===== src/rtl/pea_core_ctrl.sv =====
// Execution controller for the Polynomial Evaluation Accelerator: fetches commands,
// loads coefficients and evaluates polynomials by Horner's method.
module pea_core_ctrl #(
  parameter int unsigned word_size  = 16,
  parameter int unsigned max_coeffs = 16
) (
  input  logic                 clk,
  input  logic                 rst,
  input  logic                 enable,
  input  logic [word_size-1:0] cmd_data,
  input  logic [word_size-1:0] in_data,
  output logic                 rd_en_command,
  output logic                 rd_en_data,
  output logic [1:0]           next_mode_out,
  output logic [7:0]           mode_out,
  output logic [4:0]           arg2_out,
  output logic                 result_wr_en,
  output logic [word_size-1:0] result_data,
  output logic                 status_wr_en,
  output logic [word_size-1:0] status_data
);
  localparam int unsigned NW = $clog2(max_coeffs + 1);
  localparam int unsigned IW = (max_coeffs > 1) ? $clog2(max_coeffs) : 1;

  localparam logic [7:0] MODE_STP = 8'd0;
  localparam logic [7:0] MODE_EVP = 8'd1;
  localparam logic [7:0] MODE_EVB = 8'd2;
  localparam logic [7:0] MODE_RST = 8'd3;

  localparam logic [1:0] NM_SETUP = 2'b00;
  localparam logic [1:0] NM_INSTR = 2'b01;

  localparam logic [word_size-1:0] ST_BAD_MODE = word_size'(16'hFFFF);
  localparam logic [word_size-1:0] ST_BAD_STP  = word_size'(16'hFFFE);
  localparam logic [word_size-1:0] ST_NO_POLY  = word_size'(16'hFFFD);

  typedef enum logic [2:0] {
    S_SETUP, S_WAIT, S_LOAD, S_XPOP, S_HORN, S_NEXT, S_DONE
  } state_t;

  state_t               state;
  logic [word_size-1:0] c [max_coeffs];
  logic [NW-1:0]        n;
  logic [4:0]           k;
  logic [4:0]           rem;
  logic [IW-1:0]        idx;
  logic [word_size-1:0] acc;
  logic [word_size-1:0] x;
  logic                 stp_ok;
  logic                 is_evb;

  logic [word_size-1:0] prod;
  logic [word_size-1:0] horner;
  logic                 x_done;
  logic [word_size-1:0] fin_val;

  // One Horner step; product truncated to the word before the add
  always_comb begin
    prod    = acc * x;
    horner  = prod + c[idx];
    x_done  = ((state == S_XPOP) && (n == NW'(1))) || ((state == S_HORN) && (idx == '0));
    fin_val = (state == S_HORN) ? horner : c[0];
  end

  always_ff @(posedge clk) begin
    if (rst) begin
      state         <= S_SETUP;
      next_mode_out <= NM_SETUP;
      mode_out      <= '0;
      arg2_out      <= '0;
      rd_en_command <= 1'b0;
      rd_en_data    <= 1'b0;
      result_wr_en  <= 1'b0;
      result_data   <= '0;
      status_wr_en  <= 1'b0;
      status_data   <= '0;
      n             <= '0;
      k             <= '0;
      rem           <= '0;
      idx           <= '0;
      acc           <= '0;
      x             <= '0;
      stp_ok        <= 1'b0;
      is_evb        <= 1'b0;
      for (int i = 0; i < int'(max_coeffs); i++) c[i] <= '0;
    end else begin
      rd_en_command <= 1'b0;
      rd_en_data    <= 1'b0;
      result_wr_en  <= 1'b0;
      status_wr_en  <= 1'b0;
      case (state)
        S_SETUP: if (enable) begin
          rd_en_command <= 1'b1;
          mode_out      <= cmd_data[7:0];
          arg2_out      <= cmd_data[12:8];
          next_mode_out <= NM_INSTR;
          state         <= S_WAIT;
        end
        S_WAIT: if (enable) begin
          k <= '0;
          case (mode_out)
            MODE_STP: begin
              stp_ok <= (arg2_out != 5'd0) && (32'(arg2_out) <= max_coeffs);
              if (arg2_out == 5'd0) begin
                status_wr_en <= 1'b1;
                status_data  <= ST_BAD_STP;
                state        <= S_DONE;
              end else begin
                rd_en_data <= 1'b1;
                state      <= S_LOAD;
              end
            end
            MODE_EVP: begin
              is_evb     <= 1'b0;
              rem        <= 5'd1;
              rd_en_data <= 1'b1;
              state      <= S_XPOP;
            end
            MODE_EVB: begin
              is_evb <= 1'b1;
              rem    <= arg2_out;
              if (arg2_out == 5'd0) begin
                status_wr_en <= 1'b1;
                status_data  <= '0;
                state        <= S_DONE;
              end else begin
                rd_en_data <= 1'b1;
                state      <= S_XPOP;
              end
            end
            MODE_RST: begin
              for (int i = 0; i < int'(max_coeffs); i++) c[i] <= '0;
              n            <= '0;
              status_wr_en <= 1'b1;
              status_data  <= '0;
              state        <= S_DONE;
            end
            default: begin
              status_wr_en <= 1'b1;
              status_data  <= ST_BAD_MODE;
              state        <= S_DONE;
            end
          endcase
        end
        // Out-of-range loads still drain their tokens but leave c and n untouched
        S_LOAD: begin
          if (stp_ok) c[IW'(k)] <= in_data;
          if (k == arg2_out - 5'd1) begin
            status_wr_en <= 1'b1;
            status_data  <= stp_ok ? word_size'(arg2_out) : ST_BAD_STP;
            if (stp_ok) n <= NW'(arg2_out);
            state <= S_DONE;
          end else begin
            k          <= k + 5'd1;
            rd_en_data <= 1'b1;
          end
        end
        S_XPOP: begin
          x <= in_data;
          if (n == '0) begin
            if (rem == 5'd1) begin
              status_wr_en <= 1'b1;
              status_data  <= ST_NO_POLY;
              state        <= S_DONE;
            end else begin
              rem        <= rem - 5'd1;
              rd_en_data <= 1'b1;
            end
          end else if (n != NW'(1)) begin
            acc   <= c[IW'(n - NW'(1))];
            idx   <= IW'(n - NW'(2));
            state <= S_HORN;
          end
        end
        S_HORN: if (idx != '0) begin
          acc <= horner;
          idx <= idx - IW'(1);
        end
        S_NEXT: begin
          rd_en_data <= 1'b1;
          state      <= S_XPOP;
        end
        S_DONE: begin
          next_mode_out <= NM_SETUP;
          state         <= S_SETUP;
        end
        default: state <= S_SETUP;
      endcase
      // Completion of one x: push its result, plus the status on the last one
      if (x_done) begin
        result_wr_en <= 1'b1;
        result_data  <= fin_val;
        if (rem == 5'd1) begin
          status_wr_en <= 1'b1;
          status_data  <= is_evb ? word_size'(arg2_out) : '0;
          state        <= S_DONE;
        end else begin
          rem   <= rem - 5'd1;
          state <= S_NEXT;
        end
      end
    end
  end
endmodule


===== config.mk =====
export PLATFORM = sky130hd
export DESIGN_NAME = pea_core_ctrl
export DESIGN_NICKNAME = d
export VERILOG_FILES = /design/src/rtl/pea_core_ctrl.sv
export SDC_FILE = /design/constraint.sdc
export NUM_CORES = 1
export LEC_CHECK = 0
export CAP_MARGIN = 20
export CORE_ASPECT_RATIO = 1.75
export CORE_MARGIN = 2
export CORE_UTILIZATION = 55
export DETAILED_ROUTE_END_ITERATION = 7
export PLACE_DENSITY = 0.71
export SETUP_SLACK_MARGIN = 0.1
export SLEW_MARGIN = 0
export SYNTH_ARGS = -nofsm -noshare
export SYNTH_HDL_FRONTEND = slang
export SYNTH_SLANG_ARGS = --single-unit
export TNS_END_PERCENT = 30

===== constraint.sdc =====
create_clock -name clk -period 8.2 [get_ports clk]
set_input_delay 1.64 -clock clk [delete_from_list [all_inputs] [get_ports clk]]
set_output_delay 1.64 -clock clk [all_outputs]
set_load 0.02 [all_outputs]

# After elaboration in Yosys (flattened, before gate mapping)
# Memories as Yosys holds them, arrays and structs flattened. A register that Yosys moved wholly into a read port is not among the register bits.
# Index checks and enable logic that the tools add are counted.
[word_totals] mem_count=1 register_bits=107 ramBits=256 out_inout_bits=51 inputBits=35
[mem_list] memory="c" depth=16 width=16 rd=3 rd_ports_with_merged_regs=1 write_ports=16 line="42" text="logic [word_size-1:0] c [max_coeffs];"
[classes] reduce_logical=26 muxes=101 add_sub_neg=7 magnitude_cmp=1 n_eq_ne=28 n_bitwise=17 n_mul=1
[op_table] op="16-bit two-way mux" count=30
[op_table] op="16-bit case mux with 4 select lines" count=1
[op_table] op="5-bit two-way mux" count=12
[op_table] op="16-bit case mux with 3 select lines" count=1
[op_table] op="5-bit case mux with 2 select lines" count=4
[op_table] op="16-bit case mux with 2 select lines" count=1
[op_table] op="3-bit two-way mux" count=9
[op_table] op="1-bit two-way mux" count=26
[op_table] op="4-bit two-way mux" count=6
[op_table] op="3-bit case mux with 6 select lines" count=1
[op_table] op="16-bit adder" count=1
[op_table] op="8-bit by 2-bit equality test with 1-bit output, second input constant" count=2
[op_table] op="16-bit by 16-bit multiplier with 16-bit output" count=1
[op_table] op="1-bit OR" count=16
[op_table] op="16-bit OR reduction" count=1
[op_table] op="2-bit inequality test, second input constant" count=7
[op_table] op="5-bit by 1-bit equality test with 1-bit output, second input constant" count=2
[op_table] op="5-bit zero test" count=2
[op_table] op="5-bit by 1-bit subtractor with 5-bit output, second input constant" count=2
[op_table] op="3-bit equality test, second input constant" count=3
[op_table] op="3-bit inequality test, second input constant" count=3
[op_table] op="3-bit case mux with 3 select lines" count=1
[op_table] op="3-bit AND reduction" count=3
[op_table] op="8-bit by 1-bit equality test with 1-bit output, second input constant" count=1
[op_table] op="31 further kinds" count=45

# Longest topological paths before layout
# Gate-level depths: netlist (run 1).
[depth] ltp_word=8 mapped_depth=21 depth_no_buf=20

# Worst setup path after synthesis (run 1)
# Ideal clock, no wire load.
[synth_timing] path_type="reg-to-reg" from="register with a tool-made name" to="register acc[15]" path_slack_ps=2210 required_time_ps=8109 arrival_ps=5899 stages_incl_launch_ff=19 path_cell_list="dfxtp_1 -> clkbuf_1 -> buf_1 -> mux4_2 -> mux4_2 -> inv_1 -> fa_1 -> inv_1 -> fa_1 -> fa_1 -> inv_1 -> fa_1 -> inv_1 -> ha_1 -> a2111o_1 -> o2111ai_1 -> a311oi_1 -> xnor3_1 -> a311oi_1"
[synth_rtl] element="to (signal assigned)" line="170" text="acc <= c[IW'(n - NW'(1))];"
[synth_rtl] element="to (signal assigned)" line="176" text="acc <= horner;"
[synth_rtl] element="to (decl)" line="47" text="logic [word_size-1:0] acc;"

==> results of run 1 <==
cell type report:
type	count	area (µm²)	share of cell area
flip-flops and latches	366	9900	0.390
well taps	555	694	0.0274
clock inverters	19	105	0.00414
diodes	1	2.50	0.0000987
repair buffers	124	1160	0.0459
clock buffers	44	976	0.0385
multi-input cells	1333	11900	0.468
inverters	173	649	0.0256
through the flow:
step	hold slack [ns]	cells	worst slack, ns	utilization	instance area, µm²
2_1_floorplan	0.437	2012	2.21	-	22900
3_3_place_gp	0.440	2542	1.68	0.583	24200
3_5_place_dp	0.452	2544	1.64	0.584	24200
4_1_cts	0.466	2607	1.60	0.610	25300
5_1_grt	0.490	2615	1.37	0.611	25400
6_report	0.462	2615	1.63	0.611	25400
cells in the final DEF, fill, tap and decap left out, types with 4 or more instances in the layout:
master,synthesis,routed
a211o_1,4,4
a211oi_1,11,11
a21o_1,6,6
a21oi_1,69,68
a22oi_1,11,11
a311oi_1,20,20
a31oi_1,6,6
a32oi_1,4,4
and2_1,310,310
and3_1,6,6
buf_4,3,40
clkbuf_1,104,4
clkbuf_16,0,37
clkdlybuf4s50_1,0,80
clkinv_1,0,4
clkinv_2,0,11
dfxtp_1,110,107
edfxtp_1,256,256
fa_1,94,94
ha_1,66,65
inv_1,172,172
mux2i_1,5,5
mux4_2,148,148
nand2_1,241,241
nand2b_1,16,16
nand3_1,41,41
nand4_1,5,5
nor2_1,85,85
nor2b_1,4,4
nor3_1,21,20
nor3_2,7,8
o21a_1,14,14
o21ai_0,42,30
o21ai_1,0,12
xnor2_1,42,41
xor2_1,12,11
registers in the layout, summed over array words and instances (netlist names), named ones only:
| signal | flops |
|---|---|
| next_mode_out | 1 |
| arg2_out | 5 |
| status_data | 16 |
| x | 16 |
| state | 3 |
| n | 5 |
| is_evb | 1 |
| status_wr_en | 1 |
| rem | 5 |
| rd_en_command | 1 |
| c | 256 |
| rd_en_data | 1 |
| result_data | 16 |
| stp_ok | 1 |
| mode_out | 8 |
| k | 5 |
| acc | 16 |
| idx | 4 |
| result_wr_en | 1 |
worst min-delay path: stages (launching register included):
cell	delay [ns]
dfxtp_1	0.31
nand2_1	0.05
a21oi_1	0.05
power by group through the flow:
stage	Combinational [W]	Clock (W)	Sequential, W
6_report	0.00164	0.00156	0.00241
5_1_grt	0.00179	0.00164	0.00243
4_1_cts	0.00164	0.00158	0.00240
3_5_place_dp	0.00163	0	0.00244
3_3_place_gp	0.00159	0	0.00243
2_1_floorplan	0.00112	0	0.00235
kinds of logic (layout without fill, tap and decap cells):
family          after synthesis  count (layout)  synth area share
compound gates              212             212            0.0597
simple gates                752             752             0.169
other cells                   1               2          0.000163
buf+inv                     313             360            0.0532
flops                       366             366             0.431
fa+ha+maj                   160             160             0.118
mux                         153             153             0.147
xor+xnor                     55              55            0.0216
worst min path at each step:
stage | start | to | slack [ns] | cells past startpoint
detailed placement | status_data[10]$_SDFF_PP0_ | status_data[10]$_SDFF_PP0_ | 0.45 | 1
floorplan | x[15]$_SDFFE_PP0P_ | x[15]$_SDFFE_PP0P_ | 0.44 | 2
global placement | result_data[10]$_SDFFE_PP0N_ | result_data[10]$_SDFFE_PP0N_ | 0.44 | 2
global route | status_data[15]$_SDFF_PP0_ | status_data[15]$_SDFF_PP0_ | 0.49 | 1
CTS | status_data[10]$_SDFF_PP0_ | status_data[10]$_SDFF_PP0_ | 0.47 | 1
finish | result_data[10]$_SDFFE_PP0N_ | result_data[10]$_SDFFE_PP0N_ | 0.46 | 2
per-layer routing:
layer	vias up	routed length (µm)	share of wire	global-route usage
li1	7025	-	-	-
met1	7892	19700	0.33	0.303
met2	703	33600	0.56	0.539
met3	185	3400	0.057	0.0340
met4	0	2790	0.047	0.139
met5	-	0	0	0
==> results by group, run 1 <==
Global route
  – Vias in the first global route: 16.6k
  – Gr ovfl total: 0
  – Total global-route track usage: 0.283
  – First-pass GRT wire length: 92,300 µm
  – Initial antenna violation count: 1
  – Largest net degree at the start of global routing: 95

STA
  – Final Max Slew Viols: 0
  – Clk_skew: 0.0241 ns
  – Highest clock rate: 152 MHz
  – Final Hold Vio Count: 0
  – Period utilisation layout: 0.801
  – Setup TNS: 0 ns
  – Number of setup violations in the final report: 0
  – Tightest Pin Transition: 1.14 ns
  – RSZ-0062 raised after global routing: false
  – Max-slew headroom: 0.238
  – Min Tclk post-route: 6.57 ns

Synthesis
  – Synth warn: 0
  – Synthesized instance count: 2,012
  – Top cells by area, synth: edfxtp_1 (34%), mux4_2 (15%), dfxtp_1 (9.6%), and2_1 (8.5%), fa_1 (8.2%)
  – Top FF cell, synth: edfxtp_1
  – Ys async rst share: 0
  – Seq cells post-synth: 366
  – Mapped Nets: 2,207
  – Largest area contributor in the netlist: edfxtp_1
  – Synth Cell Area: 22,900 µm²
  – Top-area cell type share of the netlist area: 0.335
  – Yosys cell types: 62
  – Avg Cell Area, Syn: 11.4 µm²
  – Sequential area share after synthesis: 0.431
  – EDFF count, synth: 256
  – Most common library cells after synthesis: and2_1 (310), edfxtp_1 (256), nand2_1 (241), inv_1 (172), mux4_2 (148)
  – Top-count cell post-synth: and2_1

Finish
  – Layout area overhead: 10.5%
  – Final net count: 2,229
  – Layout cells sized above 1: 0.129
  – Filler Cell Count: 3,299

Run status
  – Status: completed

Placed design
  – GPL Wtd Cong: 0.924
  – Detailed Place HPWL: 44,200 µm
  – PortBufs: 81

Setup path
  – FF-to-FF path depth: 19
  – CP dominant cell by count: inv_1
  – Crit path capture: acc[15]$_SDFFE_PP0P_
  – Worst path buffer plus inverter count: 5
  – R2R setup slack: 1.63 ns
  – CP top delay family: adder cells
  – Slowest cell delay on critical path: 0.79 ns
  – Critical Path RT: 8.64 ns
  – Setup CP Type: flop to flop
  – CP arrival: 7.00 ns
  – CP max stage cell: dfxtp_4
  – R2R Path End: acc[15]$_SDFFE_PP0P_
  – CP Cell Sequence: buf_12, mux4_2, mux4_2, inv_1, fa_1, inv_1, ha_1, ha_1, inv_1, fa_1, inv_1, ha_1, fa_1, a21oi_1, o21ai_0, o2111ai_1, a311oi_1, xnor3_1, a311oi_1
  – Cell depth of the worst setup path: 19
  – CP Max Fanout: 31
  – CP Capture Type: flop
  – Worst setup SP type: flop

Clock network
  – CTS resizes: 0
  – Clock-pin slew on the worst setup and hold paths: 0.06 ns
  – CTS Sinks: 366
  – Clock latency on the worst-skew pair: 0.54 ns
  – CTS max path bufs: 3
  – Max H-tree Level: 2
  – Hold buffers post-CTS: 0
  – CTS tree: done
  – Setup bufs post-CTS: 0
  – Cts bufs inserted: 36
  – Clock Root Buffer: clkbuf_16

Routing
  – Drt drc: 0
  – Drt first pass iters: 6
  – Routed Antenna Nets: 0
  – Via count: 15.8k
  – DR vias/cell: 6.04
  – WL/cell: 22.8 µm
  – Violation count after the first detailed-route iteration: 1,199
  – Final wirelength: 59,600 µm

Power
  – Logic pwr share: 0.292
  – Total power: 0.00561 W
  – Net switching power: 0.00192 W
  – Peak VDD IR: 135 µV
  – PwrDens: 221 nW/µm²
  – Flop pwr share: 0.429
  – Sw frac: 0.342
  – Clock share of power: 0.279
  – P_int: 0.00369 W
  – Leakage Power: 9.51 nW

Floorplanning
  – Die height: 274 µm
  – Starting density of the core: 0.553
  – Die W: 158 µm
  – Core Box Area: 41,500 µm²
  – IO Count: 86
  – Overall die area: 43,400 µm²
  – Rows: 99

Min path
  – Hold Path Class: flop to flop

Run
  – Max-cap violations: 0
No activity file was read; power rests on OpenSTA's default activity.
==> run 2, diff against run 1 <==
==> constraint.sdc (replaced) <==
create_clock -name clk -period 6.2 [get_ports clk]
set_input_delay 1.24 -clock clk [delete_from_list [all_inputs] [get_ports clk]]
set_output_delay 1.24 -clock clk [all_outputs]
set_load 0.02 [all_outputs]
==> results by group, run 2 (same netlist as run 1, synthesis figures left out) <==
Min path
  – Hold Path Class: flop to flop
  – Worst Hold Endpoint: mode_out[5]$_SDFFE_PP0P_
  – Hold depth: 2
  – Min-delay src: mode_out[5]$_SDFFE_PP0P_

Finish
  – Layout cells sized above 1: 0.146
  – Layout area overhead: 12.1%
  – Final net count: 2,268
  – Biggest register: c
  – Leading cell type in the layout, fill and taps excluded: and2_1
  – Filler Cell Count: 3,278
  – Diode count: 0
  – Largest register FFs: 256
  – Fin util: 0.620
  – Non-filler cells, final: 2,652
  – Most frequent cells in the layout: and2_1 (310), edfxtp_1 (256), nand2_1 (241)

Setup path
  – Worst setup SP type: flop
  – CP top delay family: adder cells
  – Worst path buffer plus inverter count: 4
  – CP arrival: 6.27 ns
  – FF-to-FF path depth: 16
  – CP dominant cell by count: fa_1
  – Worst reg2reg startpoint: x[1]$_SDFFE_PP0P_
  – CP Cell Sequence: nand2_1, fa_1, fa_1, inv_1, fa_1, fa_1, fa_1, inv_1, fa_1, inv_1, ha_1, o2111ai_2, a311oi_2, buf_4, xnor3_1, a311oi_2
  – R2R Path End: acc[15]$_SDFFE_PP0P_
  – CP max stage cell: dfxtp_1
  – Crit path launch: x[1]$_SDFFE_PP0P_
  – Setup CP Type: flop to flop
  – CP Capture Type: flop
  – CP Max Fanout: 11
  – R2R setup slack: 0.36 ns
  – Slowest cell delay on critical path: 0.67 ns
  – Critical Path RT: 6.64 ns

Floorplanning
  – Starting density of the core: 0.553
  – Die W: 158 µm
  – Core Box Area: 41,500 µm²
  – Die height: 274 µm
  – Overall die area: 43,400 µm²
  – Rows: 99
  – IO Count: 86

STA
  – Min Tclk post-route: 5.84 ns
  – Highest clock rate: 171 MHz
  – RSZ-0062 raised after global routing: false
  – Final Hold Vio Count: 0
  – Period utilisation layout: 0.942
  – Final Max Slew Viols: 0
  – Setup TNS: 0 ns
  – Tightest Pin Transition: 1.08 ns
  – Worst Setup Slack, final: 0.361 ns
  – Max-slew headroom: 0.278
  – Number of setup violations in the final report: 0
  – Clk_skew: 0.0226 ns

Placed design
  – Pre-CTS setup slack: 0.210 ns
  – PortBufs: 81
  – GPL Wtd Cong: 0.930
  – Detailed Place HPWL: 46,600 µm
  – Cell Count Post-Placement: 2,581

Power
  – PwrDens: 293 nW/µm²
  – Leakage Power: 9.73 nW
  – Peak VDD IR: 173 µV

Global route
  – First-pass GRT wire length: 93,300 µm
  – Initial antenna violation count: 0
  – Largest net degree at the start of global routing: 94
  – Gr ovfl total: 0
  – Total global-route track usage: 0.288
  – Vias in the first global route: 16.9k

Clock network
  – Max H-tree Level: 2
  – Clock-pin slew on the worst setup and hold paths: 0.07 ns
  – Cts bufs inserted: 34
  – Hold buffers post-CTS: 0
  – CTS tree: done
  – CTS Sinks: 366
  – Clock latency on the worst-skew pair: 0.54 ns
  – Clock Root Buffer: clkbuf_16
  – CTS max path bufs: 3

Routing
  – Violation count after the first detailed-route iteration: 1,226
  – Via count: 16.0k
  – DR vias/cell: 6.02
  – Drt drc: 0
  – Final wirelength: 61,000 µm
  – WL/cell: 23.0 µm
  – Routed Antenna Nets: 0
  – Drt first pass iters: 5

Run
  – Max-cap violations: 0

Run status
  – Status: completed
==> run 2: cell count changes in the layout (fill, tap and decap cells not counted), sizes merged <==
cell	delta
clkinv	-2
clkbuf	-2
bufinv	+2
clkinvlp	+1
diode	-1
inv	-1
buf	+40
==> run 2: per-stage QoR <==
step	hold WS (ns)	total power (W)	instance area, µm²
floorplan	0.437	0.00459	22900
global placement	0.439	0.00540	24500
detailed placement	0.455	0.00547	24500
CTS	0.466	0.00754	25600
global route	0.487	0.00787	25700
finish	0.466	0.00755	25700
==> run 2: worst max path at each step <==
stage                      endpoint  cells after the start  slack [ns]
2_1_floorplan  acc[15]$_SDFFE_PP0P_                     18        0.21
3_3_place_gp   acc[15]$_SDFFE_PP0P_                     19        0.34
3_5_place_dp   acc[15]$_SDFFE_PP0P_                     19        0.21
4_1_cts        acc[15]$_SDFFE_PP0P_                     19        0.19
5_1_grt        acc[15]$_SDFFE_PP0P_                     19        0.15
6_report       acc[15]$_SDFFE_PP0P_                     16        0.36
==> run 2: tightest hold or removal path, cell delays in order, from the launching register on <==
cell	delay, ns
dfxtp_1	0.32
nand2_1	0.05
a21oi_1	0.05
==> run 2: cell type report <==
cell class	count	area (µm²)	share of cell area
Timing Repair Buffer	165	1510	0.0589
Clock buffer	41	928	0.0361
Sequential cell	366	9900	0.385
Tap cell	555	694	0.0270
Inverter	173	649	0.0252
Multi-Input combinational cell	1333	11900	0.462
Clock inverter	19	156	0.00608
==> run 2: repair_timing <==
action                                  CTS  global route
resized for setup                         0             5
endpoints found under the setup margin    0             2
buffers inserted                          0             5
==> run 2: routing by layer <==
metal,wire (µm),part of all wire,GRT usage,vias to the layer above
met5,0,0,0,-
met4,3680,0.060,0.168,0
met3,2930,0.048,0.0281,199
met2,34300,0.56,0.541,631
met1,20100,0.33,0.308,8019
li1,-,-,-,7111
==> run 2: report_power, final <==
part	internal [W]	switching, W	leakage [nW]
clock network	0.00116	0.000933	0.539
logic	0.000992	0.00129	5.65
registers	0.00283	0.000339	3.54
total	0.00498	0.00257	9.73
